--- src/rtl/fetch_stage.sv ---
// IF stage: owns the fetch PC, issues one-outstanding imem word requests, feeds decode (optional FETCH_MISALIGN_EN).
// Latency: reset release -> first imem_req 1 cycle; imem_rvalid -> ValidF 1 cycle (registered outputs).
// Backpressure: StallF holds the bundle; one returned word is parked in a single-entry buffer, no new request until it drains.
module fetch_stage #(
    parameter logic [31:0] RESET_PC  = 32'h0000_0000,
    parameter logic [31:0] NOP_INSTR = 32'h0000_0013
) (
    input  logic        clk,
    input  logic        rst,
    input  logic        StallF,
    input  logic        redirect,
    input  logic [31:0] redirect_pc,
    output logic        imem_req,
    output logic [31:0] imem_addr,
    input  logic        imem_gnt,
    input  logic        imem_rvalid,
    input  logic [31:0] imem_rdata,
    output logic [31:0] InstrF,
    output logic [31:0] PCF,
    output logic [31:0] PCplus4F,
    output logic        ValidF
`ifdef FETCH_MISALIGN_EN
    ,
    output logic        misalign
`endif
);

    typedef enum logic [2:0] {
        IDLE  = 3'd0,
        REQ   = 3'd1,
        WAIT  = 3'd2,
        FULL  = 3'd3,
        DRAIN = 3'd4
    } state_t;

    state_t      state, state_n;
    logic [31:0] fetch_pc, fetch_pc_n;
    logic [31:0] inflight_pc, inflight_pc_n;
    logic [31:0] buf_instr, buf_instr_n;
    logic [31:0] instr_q, instr_n;
    logic [31:0] pc_q, pc_n;
    logic        valid_q, valid_n;
    logic [31:0] target_pc;
    logic        halt;
    logic        granted;
    logic        slot_free;

`ifdef FETCH_MISALIGN_EN
    logic misalign_q, misalign_n;

    assign target_pc = redirect_pc;
    assign halt      = misalign_q;
    assign misalign  = misalign_q;
`else
    logic unused_pc_lsbs;

    assign target_pc      = {redirect_pc[31:2], 2'b00};
    assign halt           = 1'b0;
    assign unused_pc_lsbs = ^redirect_pc[1:0];
`endif

    assign slot_free = !valid_q || !StallF;

    always_comb begin
        state_n       = state;
        fetch_pc_n    = fetch_pc;
        inflight_pc_n = inflight_pc;
        buf_instr_n   = buf_instr;
        instr_n       = instr_q;
        pc_n          = pc_q;
        valid_n       = valid_q;
        imem_req      = 1'b0;
        granted       = 1'b0;
`ifdef FETCH_MISALIGN_EN
        misalign_n    = misalign_q;
`endif

        // Decode takes the bundle at this edge; a load below may refill it.
        if (valid_q && !StallF) begin
            valid_n = 1'b0;
            instr_n = NOP_INSTR;
        end

        case (state)
            IDLE: begin
                state_n = REQ;
            end
            REQ: begin
                imem_req = !halt;
                if (!halt && imem_gnt) begin
                    granted       = 1'b1;
                    inflight_pc_n = fetch_pc;
                    fetch_pc_n    = fetch_pc + 32'd4;
                    state_n       = WAIT;
                end
            end
            WAIT: begin
                if (imem_rvalid) begin
                    if (slot_free) begin
                        instr_n = imem_rdata;
                        pc_n    = inflight_pc;
                        valid_n = 1'b1;
                        state_n = REQ;
                    end else begin
                        buf_instr_n = imem_rdata;
                        state_n     = FULL;
                    end
                end
            end
            FULL: begin
                if (!StallF) begin
                    instr_n = buf_instr;
                    pc_n    = inflight_pc;
                    valid_n = 1'b1;
                    state_n = REQ;
                end
            end
            DRAIN: begin
                if (imem_rvalid) begin
                    state_n = REQ;
                end
            end
            default: begin
                state_n = IDLE;
            end
        endcase

        // A stale response landing in the same cycle as the redirect is dropped
        // right here, so DRAIN is only entered when one is still on its way.
        if (redirect && state != IDLE) begin
            fetch_pc_n  = target_pc;
            valid_n     = 1'b0;
            instr_n     = NOP_INSTR;
            pc_n        = pc_q;
            buf_instr_n = NOP_INSTR;
            if (granted || ((state == WAIT || state == DRAIN) && !imem_rvalid)) begin
                state_n = DRAIN;
            end else begin
                state_n = REQ;
            end
`ifdef FETCH_MISALIGN_EN
            misalign_n = (target_pc[1:0] != 2'b00);
`endif
        end
    end

    always_ff @(posedge clk) begin
        if (rst) begin
            state       <= IDLE;
            fetch_pc    <= RESET_PC;
            inflight_pc <= RESET_PC;
            buf_instr   <= NOP_INSTR;
            instr_q     <= NOP_INSTR;
            pc_q        <= RESET_PC;
            valid_q     <= 1'b0;
`ifdef FETCH_MISALIGN_EN
            misalign_q  <= 1'b0;
`endif
        end else begin
            state       <= state_n;
            fetch_pc    <= fetch_pc_n;
            inflight_pc <= inflight_pc_n;
            buf_instr   <= buf_instr_n;
            instr_q     <= instr_n;
            pc_q        <= pc_n;
            valid_q     <= valid_n;
`ifdef FETCH_MISALIGN_EN
            misalign_q  <= misalign_n;
`endif
        end
    end

    assign imem_addr = fetch_pc;
    assign InstrF    = instr_q;
    assign PCF       = pc_q;
    assign PCplus4F  = pc_q + 32'd4;
    assign ValidF    = valid_q;

`ifndef SYNTHESIS
    // Memory must only answer while a request is actually outstanding.
    rvalid_only_when_outstanding: assert property (
        @(posedge clk) disable iff (rst)
        imem_rvalid |-> (state == WAIT || state == DRAIN)
    );
`endif

endmodule

--- config.mk ---
export PLATFORM = sky130hd
export DESIGN_NAME = fetch_stage
export DESIGN_NICKNAME = d
export VERILOG_FILES = /design/src/rtl/fetch_stage.sv
export SDC_FILE = /design/constraint.sdc
export NUM_CORES = 1
export LEC_CHECK = 0
export ABC_AREA = 1
export BUFFER_PORTS_ARGS = -buffer_cell sky130_fd_sc_hd__clkbuf_2
export CORE_MARGIN = 1.5
export CORE_UTILIZATION = 55
export DETAILED_ROUTE_END_ITERATION = 16
export PLACE_DENSITY = 0.88
export SYNTH_ARGS = -nofsm -noshare
export SYNTH_HDL_FRONTEND = slang
export SYNTH_SLANG_ARGS = --single-unit
--- constraint.sdc ---
create_clock -name clk -period 2.3 [get_ports clk]
set_input_delay 0.115 -clock clk [delete_from_list [all_inputs] [get_ports clk]]
set_output_delay 0.115 -clock clk [all_outputs]
set_load 0.005 [all_outputs]
==> reports/qor.yml, run 1 <==
grt:
  grt_start_max_net_pins: 42
  grt_pass1_wl_mm: 38.4
  grt_pass1_vias: 7925
  grt_usage_pct: 33.2
  grt_antenna_before_repair: 0
  gr-total-overflow: 0
sta:
  fin_crit_sh_pct: 93.6
  hold_violations: 0
  finalCriticalPeriod_ns: 2.15
  slew_headroom_pct: 26.4
  setup_violations: 0
  skew_ns: 0.00855
  setup_ws_ns: 0.147
  fin_setup_tns_ns: 0
  whs_ns: 0.0217
  final-max-slew-violation-count: 0
  fmax_mhz: 464
  rsz0062_at_grt: "true"
  worstMarginPinSlew_ns: 1.10
cells_and_area:
  antennaDiodeCount: 0
  syn_to_final_growth_pct: 28.1
  layout_common_cells: "nand2_1 (209), nor2_1 (207), clkbuf_2 (191)"
  final_common_cell: "nand2_1"
  final_area_mm2: 0.00967
  fill_cells: 1002
  final_nets: 1382
  drive_gt1_share_pct: 20.9
yosys:
  yosys.area_share.simple_pct: 29.6
  synth_xor_area_share_pct: 3.71
  netlist_area_mm2: 0.00755
  muxShareOfSynthArea_pct: 0
  yosysWarnings: 0
  ys_types: 36
  netlist.area_leader.share_pct: 41.9
  synthTopCellsByArea: "dfxtp_1 (42%), nand2_1 (10%), nor2_1 (10%), o21ai_0 (6.8%), a21oi_1 (5.2%)"
  synthCells: 1091
  yosysSeqAreaShare_pct: 41.9
  synth_largest_area_cell: "dfxtp_1"
  synth_compound_area_share_pct: 16.6
  syn_area_per_cell_um2: 6.92
  synth_seq_cells: 158
  synth_top_family_by_area: "simple AND/OR/NAND/NOR gates"
  synthAdderAreaFrac_pct: 0.332
clocking:
  clock_latency_ns: 0.43
  clock_sinks: 158
  cts_buffers: 17
  cts_max_level: 4
  cts-root-buf: "clkbuf_16"
  postCtsSetupRepairBufs: 0
  clkSlewWorstSetupHoldPaths_ns: 0.07
  cts_tree: "yes"
  cts_buffer_depth: 2
power_and_ir_drop:
  ir_drop_v: 0.000561
  leakage_nw: 4.21
  powerDensity_mw_per_mm2: 793
  design_power_total_mw: 7.67
placement:
  globalplace.congestion: 0.958
  dp_slack_ns: 0.352
  place_area_mm2: 0.00859
  dp_hpwl_mm: 15.8
  io_buffers: 191
critical_path:
  critical_path.startpoint_type: "register"
  crit_type: "reg2out"
  cp-end-kind: "output pin"
  crit_fanout: 5
  max_stage_delay_ns: 0.38
  crit_required_ns: 2.18
  critical_path.slowest_cell: "dfxtp_4"
  cp_cell_sequence: "ha_4 > nand3_2 > nor2_1 > nand2_1 > inv_2 > nand3_1 > nor2_2 > nand2_2 > xor2_1 > clkbuf_2"
  cp.arrival_ns: 2.04
drt:
  drt_iter0_markers: 1057
  routed_wirelength_mm: 24.2
  wl_per_cell_um: 16.1
  drc_errors: 0
  first_pass_iters: 8
  ant_nets: 0
  via_count: 8508
  routed_via_density: 5.68
status:
  status: "finished clean"
die:
  ioPinCount: 200
  initial_utilization_pct: 56.8
  dieArea_mm2: 0.0144
  coreArea_mm2: 0.0133
  dieWidth_um: 120
  die_height_um: 120
  rows: 42
worst_hold_path:
  hold_class: "in2reg"
job:
  maxCapViolCount: 0
## cells by family (layout without fill, tap and decap cells)
logic type	count (synthesis)	after routing
DFF	158	158
AOI/OAI and AO/OA	230	230
and+or+nand+nor	533	533
other	1	6
adders and majority gates	2	2
buffers and inverters	135	362
xor gates and xnor gates	32	32
## area by class of cell
| class | instances | area, um^2 | share of cell area (%) |
|---|---|---|---|
| Clock buffer | 18 | 439 | 4.54 |
| Clock inverter | 14 | 125 | 1.29 |
| Inverter | 77 | 293 | 3.03 |
| Multi-Input combinational cell | 803 | 3870 | 40.0 |
| Sequential cell | 158 | 3170 | 32.8 |
| Tap cell | 176 | 220 | 2.28 |
| Timing Repair Buffer | 253 | 1550 | 16.0 |
## power breakdown
group | total [mW] | switching (mW) | internal, mW
Combinational | 1.64 | 1.02 | 0.623
Clock | 2.69 | 1.24 | 1.45
Sequential | 3.34 | 0.334 | 3.01
Total | 7.67 | 2.59 | 5.08
## synth_stat cells, drive strengths merged
cell,n
o21ai,107
clkbuf,19
ha,2
inv,75
xor2,20
nor3,18
and2,1
nor2,218
nand4,23
nand2,214
a31oi,5
o21bai,1
buf,39
nand3b,1
conb,1
nand3,56
o211ai,6
xnor2,12
o31ai,2
a22oi,29
clkinv,2
dfxtp,158
nor4,2
a21oi,79
o221ai,1
## sequential cells by signal (all words and copies together), names as in the netlist
register     cells
state            3
PCF             30
buf_instr       32
inflight_pc     30
imem_addr       30
InstrF          32
ValidF           1
## worst max-delay path: cells and delay by family, from the launching register on
family	cells	cell delay [ns]
xor gates and xnor gates	1	0.18
adders and majority gates	1	0.16
buffers and inverters	2	0.24
DFF	1	0.38
and+or+nand+nor	6	0.63
## per-stage QoR
step / util [%] / instances
after global routing: 72.7 / 1499
after global placement: 64.6 / 1421
after detailed placement: 64.6 / 1421
after floorplan: - / 1096
after CTS: 72.4 / 1499
final: 72.7 / 1499
## timing repair
action                                 4_1_cts  5_1_grt
endpoints found under the hold margin       61        0
setup endpoints to repair                    3       10
gates resized for setup                      4       14
pin swaps                                    0        1
hold buffers                                46        0
## routing by layer
layer,routed length (um),global-route usage (%)
met1,9570,40.4
met2,11500,55.8
met3,2110,8.03
met4,972,14.4
met5,0,0
## final timing paths
path         cells after the start       startpoint  slack [ns]            end
max                             10           PCF[3]        0.15   PCplus4F[18]
min                              5  redirect_pc[16]        0.02  imem_addr[16]
max reg2reg                      8         state[2]        0.24   buf_instr[8]
min reg2reg                      2       InstrF[27]        0.47     InstrF[27]
(Power assumes the default switching activity.)
==> inputs of run 2 (changes only) <==
--- a/config.mk
+++ b/config.mk
@@ -8,9 +8,9 @@
 export ABC_AREA = 1
 export BUFFER_PORTS_ARGS = -buffer_cell sky130_fd_sc_hd__clkbuf_2
 export CORE_MARGIN = 1.5
-export CORE_UTILIZATION = 55
+export CORE_UTILIZATION = 39
 export DETAILED_ROUTE_END_ITERATION = 16
-export PLACE_DENSITY = 0.88
+export PLACE_DENSITY = 0.67
 export SYNTH_ARGS = -nofsm -noshare
 export SYNTH_HDL_FRONTEND = slang
 export SYNTH_SLANG_ARGS = --single-unit
==> run 2 against run 1 <==
Effect of this change: clock power rose by 3%; utilization fell by 21 points; sequential cell count did not move; register-to-register slack improved by 0.06 ns; die area rose by 40%.
==> reports/qor.yml, run 2 (synthesis results as in run 1) <==
status:
  status: "finished clean"
drt:
  ant_nets: 0
  first_pass_iters: 5
  wl_per_cell_um: 15.0
  routed_wirelength_mm: 23.7
  routed_via_density: 5.08
  drt_iter0_markers: 593
  drc_errors: 0
  via_count: 8059
cells_and_area:
  antennaDiodeCount: 0
  drive_gt1_share_pct: 21.1
  final_common_cell: "nand2_1"
  fill_cells: 1863
  layout_common_cells: "nand2_1 (210), nor2_1 (206), clkbuf_2 (191)"
  final_nets: 1386
  regArea_mm2: 0.00317
  multiInputGateArea_mm2: 0.00387
  syn_to_final_growth_pct: 30.2
clocking:
  cts_buffer_depth: 2
  cts-root-buf: "clkbuf_16"
  cts_tree: "yes"
  cts_buffers: 17
  clock_sinks: 158
  clkSlewWorstSetupHoldPaths_ns: 0.07
  cts_max_level: 4
  clock_latency_ns: 0.43
sta:
  fmax_mhz: 464
  worstMarginPinSlew_ns: 0.612
  hold_violations: 0
  slew_headroom_pct: 59.1
  finalCriticalPeriod_ns: 2.16
  skew_ns: 0.0125
  fin_crit_sh_pct: 93.8
  setup_ws_ns: 0.144
  final-max-slew-violation-count: 0
  fin_setup_tns_ns: 0
  setup_violations: 0
placement:
  dp_slack_ns: 0.337
  globalplace.congestion: 0.943
  dp_hpwl_mm: 16.5
  io_buffers: 191
grt:
  grt_pass1_vias: 7521
  gr-total-overflow: 0
  grt_antenna_before_repair: 0
  grt_start_max_net_pins: 66
  grt_usage_pct: 23.8
  grt_pass1_wl_mm: 38.1
critical_path:
  critical_path.startpoint_type: "register"
  r2r_start: "state[0]"
  crit_fanout: 4
  cp_cell_sequence: "clkinvlp_4 > buf_4 > buf_4 > nor3_1 > nand2_1 > nor3_1 > xor2_1 > clkbuf_2"
  critical_path.slowest_cell: "dfxtp_2"
  cp-end-kind: "output pin"
  crit_required_ns: 2.18
  cp.arrival_ns: 2.04
  path_buf_inv: 4
  crit_type: "reg2out"
  crit_family: "buffers and inverters"
  cp-startpoint: "PCF[6]"
  max_stage_delay_ns: 0.37
die:
  dieArea_mm2: 0.0202
  coreArea_mm2: 0.0188
  initial_utilization_pct: 40.1
  ioPinCount: 200
  rows: 50
  die_height_um: 142
  dieWidth_um: 142
power_and_ir_drop:
  design_power_total_mw: 7.74
  leakage_nw: 4.23
  ir_drop_v: 0.000559
  powerDensity_mw_per_mm2: 788
worst_hold_path:
  hold_class: "in2reg"
  min_from: "redirect_pc[6]"
job:
  maxCapViolCount: 0
run 2: changes by cell type in the layout (fill, tap and decap cells not counted), sizes merged:
cell    before  now
buf         16   20
clkbuf     209  211
inv         84   82
bufinv       0    1
clkinv       4    3
run 2: per-layer routing:
| layer | part of all wire, % | track usage (%) | up-vias |
|---|---|---|---|
| li1 | - | - | 4024 |
| met1 | 44 | 30.6 | 3635 |
| met2 | 45 | 37.8 | 345 |
| met3 | 7.3 | 5.55 | 55 |
| met4 | 3.4 | 11.0 | 0 |
| met5 | 0 | 0 | - |
run 2: layout make-up:
cell class | count | area share, %
Tap cell | 260 | 3.31
Clock inverter | 12 | 1.27
Timing Repair Buffer | 257 | 16.2
Inverter | 77 | 2.98
Clock buffer | 20 | 4.55
Multi-Input combinational cell | 803 | 39.4
Sequential cell | 158 | 32.3
run 2: path summary, 6_finish.rpt:
kind	endpoint	slack, ns	cells after the start
max	PCplus4F[19]	0.14	8
min	imem_addr[6]	0.007	3
max reg2reg	buf_instr[14]	0.30	7
min reg2reg	InstrF[6]	0.47	2
run 2: tightest hold or removal path, stage by stage:
cell and delay, ns:
clkbuf_2 0.07, o211ai_1 0.08, a21oi_1 0.12
run 2: stage by stage:
step | hold slack [ns] | instances | cell area, um^2 | util, %
floorplan | 0.241 | 1096 | 7560 | -
global placement | 0.345 | 1506 | 8710 | 46.3
detailed placement | 0.360 | 1506 | 8710 | 46.3
CTS | 0.000454 | 1584 | 9760 | 51.8
global route | 0.00384 | 1587 | 9820 | 52.2
finish | 0.00669 | 1587 | 9820 | 52.2
run 2: what timing repair did:
action / 4_1_cts / 5_1_grt
setup buffers: 0 / 3
resized for setup: 4 / 14
endpoints found under the setup margin: 4 / 8
endpoints found under the hold margin: 64 / 0
hold buffers: 46 / 0
run 2: power breakdown:
| part | switching (mW) | total (mW) | internal, mW | leakage, nW |
|---|---|---|---|---|
| clock | 1.22 | 2.77 | 1.55 | 0.276 |
| combinational | 1.01 | 1.64 | 0.631 | 2.66 |
| sequential | 0.321 | 3.33 | 3.01 | 1.29 |
| total | 2.55 | 7.74 | 5.19 | 4.23 |
==> inputs of run 3 (changes only) <==
==> constraint.sdc (replaced) <==
create_clock -name clk -period 2.8 [get_ports clk]
set_input_delay 0.14 -clock clk [delete_from_list [all_inputs] [get_ports clk]]
set_output_delay 0.14 -clock clk [all_outputs]
set_load 0.005 [all_outputs]
==> run 3 against run 2 <==
Effect of this change: clock skew down 0.0028 ns; register-to-register slack better by 0.28 ns; total power down 20%; via count down 2.0%; worst setup slack better by 0.18 ns; first-iteration DRC count up 0.17%; combinational power down 21%; cell area down 2.0%; non-clock buffer count down 13.
==> reports/qor.yml, run 3 (synthesis results as in run 1) <==
cells_and_area:
  drive_gt1_share_pct: 19.6
  final_util_pct: 51.1
  antennaDiodeCount: 0
  final_nets: 1373
  fill_cells: 1867
  multiInputGateArea_mm2: 0.00383
  final_common_cell: "nand2_1"
  fin_cells: 1574
  regArea_mm2: 0.00316
  syn_to_final_growth_pct: 27.5
  layout_common_cells: "nand2_1 (210), nor2_1 (209), clkbuf_2 (191)"
drt:
  drt_iter0_markers: 594
  routed_wirelength_mm: 23.3
  routed_via_density: 5.02
  via_count: 7898
  drc_errors: 0
  wl_per_cell_um: 14.8
  first_pass_iters: 7
  ant_nets: 0
grt:
  grt_pass1_vias: 7317
  grt_pass1_wl_mm: 37.3
  grt_usage_pct: 23.3
  grt_start_max_net_pins: 50
  grt_antenna_before_repair: 0
  gr-total-overflow: 0
die:
  die_height_um: 142
  coreArea_mm2: 0.0188
  rows: 50
  dieWidth_um: 142
  initial_utilization_pct: 40.1
  dieArea_mm2: 0.0202
  ioPinCount: 200
clocking:
  cts_buffers: 17
  cts-root-buf: "clkbuf_16"
  cts_tree: "yes"
  clkSlewWorstSetupHoldPaths_ns: 0.07
  ctsResizeCount: 0
  cts_buffer_depth: 2
  clock_latency_ns: 0.44
  cts_max_level: 4
  clock_sinks: 158
critical_path:
  crit_required_ns: 2.66
  r2r_start: "state[0]"
  critical_path.startpoint_type: "register"
  crit_type: "reg2out"
  rr_worst_depth: 8
  crit_fanout: 8
  rrSetupSlack_ns: 0.58
  cp.arrival_ns: 2.33
  cp-end-kind: "output pin"
  timing.rr.end: "imem_addr[29]"
sta:
  hold_violations: 0
  fmax_mhz: 405
  setup_violations: 0
  whs_ns: 0.00161
  rsz0062_at_grt: "false"
  fin_crit_sh_pct: 88.3
  slew_headroom_pct: 51.5
  worstMarginPinSlew_ns: 0.725
  fin_setup_tns_ns: 0
  setup_ws_ns: 0.328
  final-max-slew-violation-count: 0
  finalCriticalPeriod_ns: 2.47
  skew_ns: 0.00962
placement:
  dp_hpwl_mm: 16.4
  globalplace.congestion: 0.947
  dp_slack_ns: 0.628
  place_inst: 1501
  io_buffers: 191
worst_hold_path:
  min_from: "redirect_pc[15]"
  hold_class: "in2reg"
  min_to: "imem_addr[15]"
  hold_depth: 5
power_and_ir_drop:
  ir_drop_v: 0.000577
  leakage_nw: 4.15
  powerDensity_mw_per_mm2: 646
job:
  maxCapViolCount: 0
status:
  status: "finished clean"
==> run 3: how the worst max path moves through the flow <==
stage,start,endpoint,slack (ns),cells past startpoint
6_report,PCF[6],PCplus4F[23],0.33,7
5_1_grt,PCF[3],PCplus4F[22],0.09,11
4_1_cts,PCF[6],PCplus4F[23],0.35,7
3_5_place_dp,state[0],imem_addr[29],0.63,8
3_3_place_gp,state[0],imem_addr[3],0.67,9
2_1_floorplan,PCF[3],PCplus4F[22],1.18,10
==> run 3: per-layer routing <==
layer  up-vias  GRT usage [%]  part of all wire [%]
met4         0           10.7                   3.4
met3        49           6.36                   8.1
met2       298           36.5                    45
met5         -              0                     0
met1      3550           29.9                    44
li1       4001              -                     -
==> run 3: repair_timing <==
action,in CTS,in global routing
endpoints found under the hold margin,44,0
endpoints found under the setup margin,0,0
setup buffers,0,0
hold buffers,41,0
==> run 3: cell type report <==
type | instances | area share, %
Clock buffer | 20 | 4.64
Clock inverter | 12 | 1.08
Multi-Input combinational cell | 803 | 39.8
Inverter | 77 | 3.00
Timing Repair Buffer | 244 | 15.3
Sequential cell | 158 | 32.9
Tap cell | 260 | 3.38
==> run 3: stage by stage <==
stage	area (um^2)	total power, mW
after global placement	8660	4.01
after detailed placement	8660	4.03
after floorplan	7560	3.53
after CTS	9620	6.23
final	9620	6.21
after global routing	9620	6.54
==> run 3: where the power goes <==
group | internal [mW] | switching [mW] | total [mW] | leakage, nW
clock | 1.18 | 0.995 | 2.18 | 0.265
sequential | 2.47 | 0.263 | 2.73 | 1.28
combinational | 0.489 | 0.815 | 1.30 | 2.60
==> run 3: worst max-delay path: stages (launching register included) <==
cell,delay [ns]
dfxtp_1,0.38
clkinv_1,0.23
nor3_1,0.39
nand2_1,0.20
nor2_1,0.24
nand4_1,0.14
xnor2_1,0.19
clkbuf_2,0.14
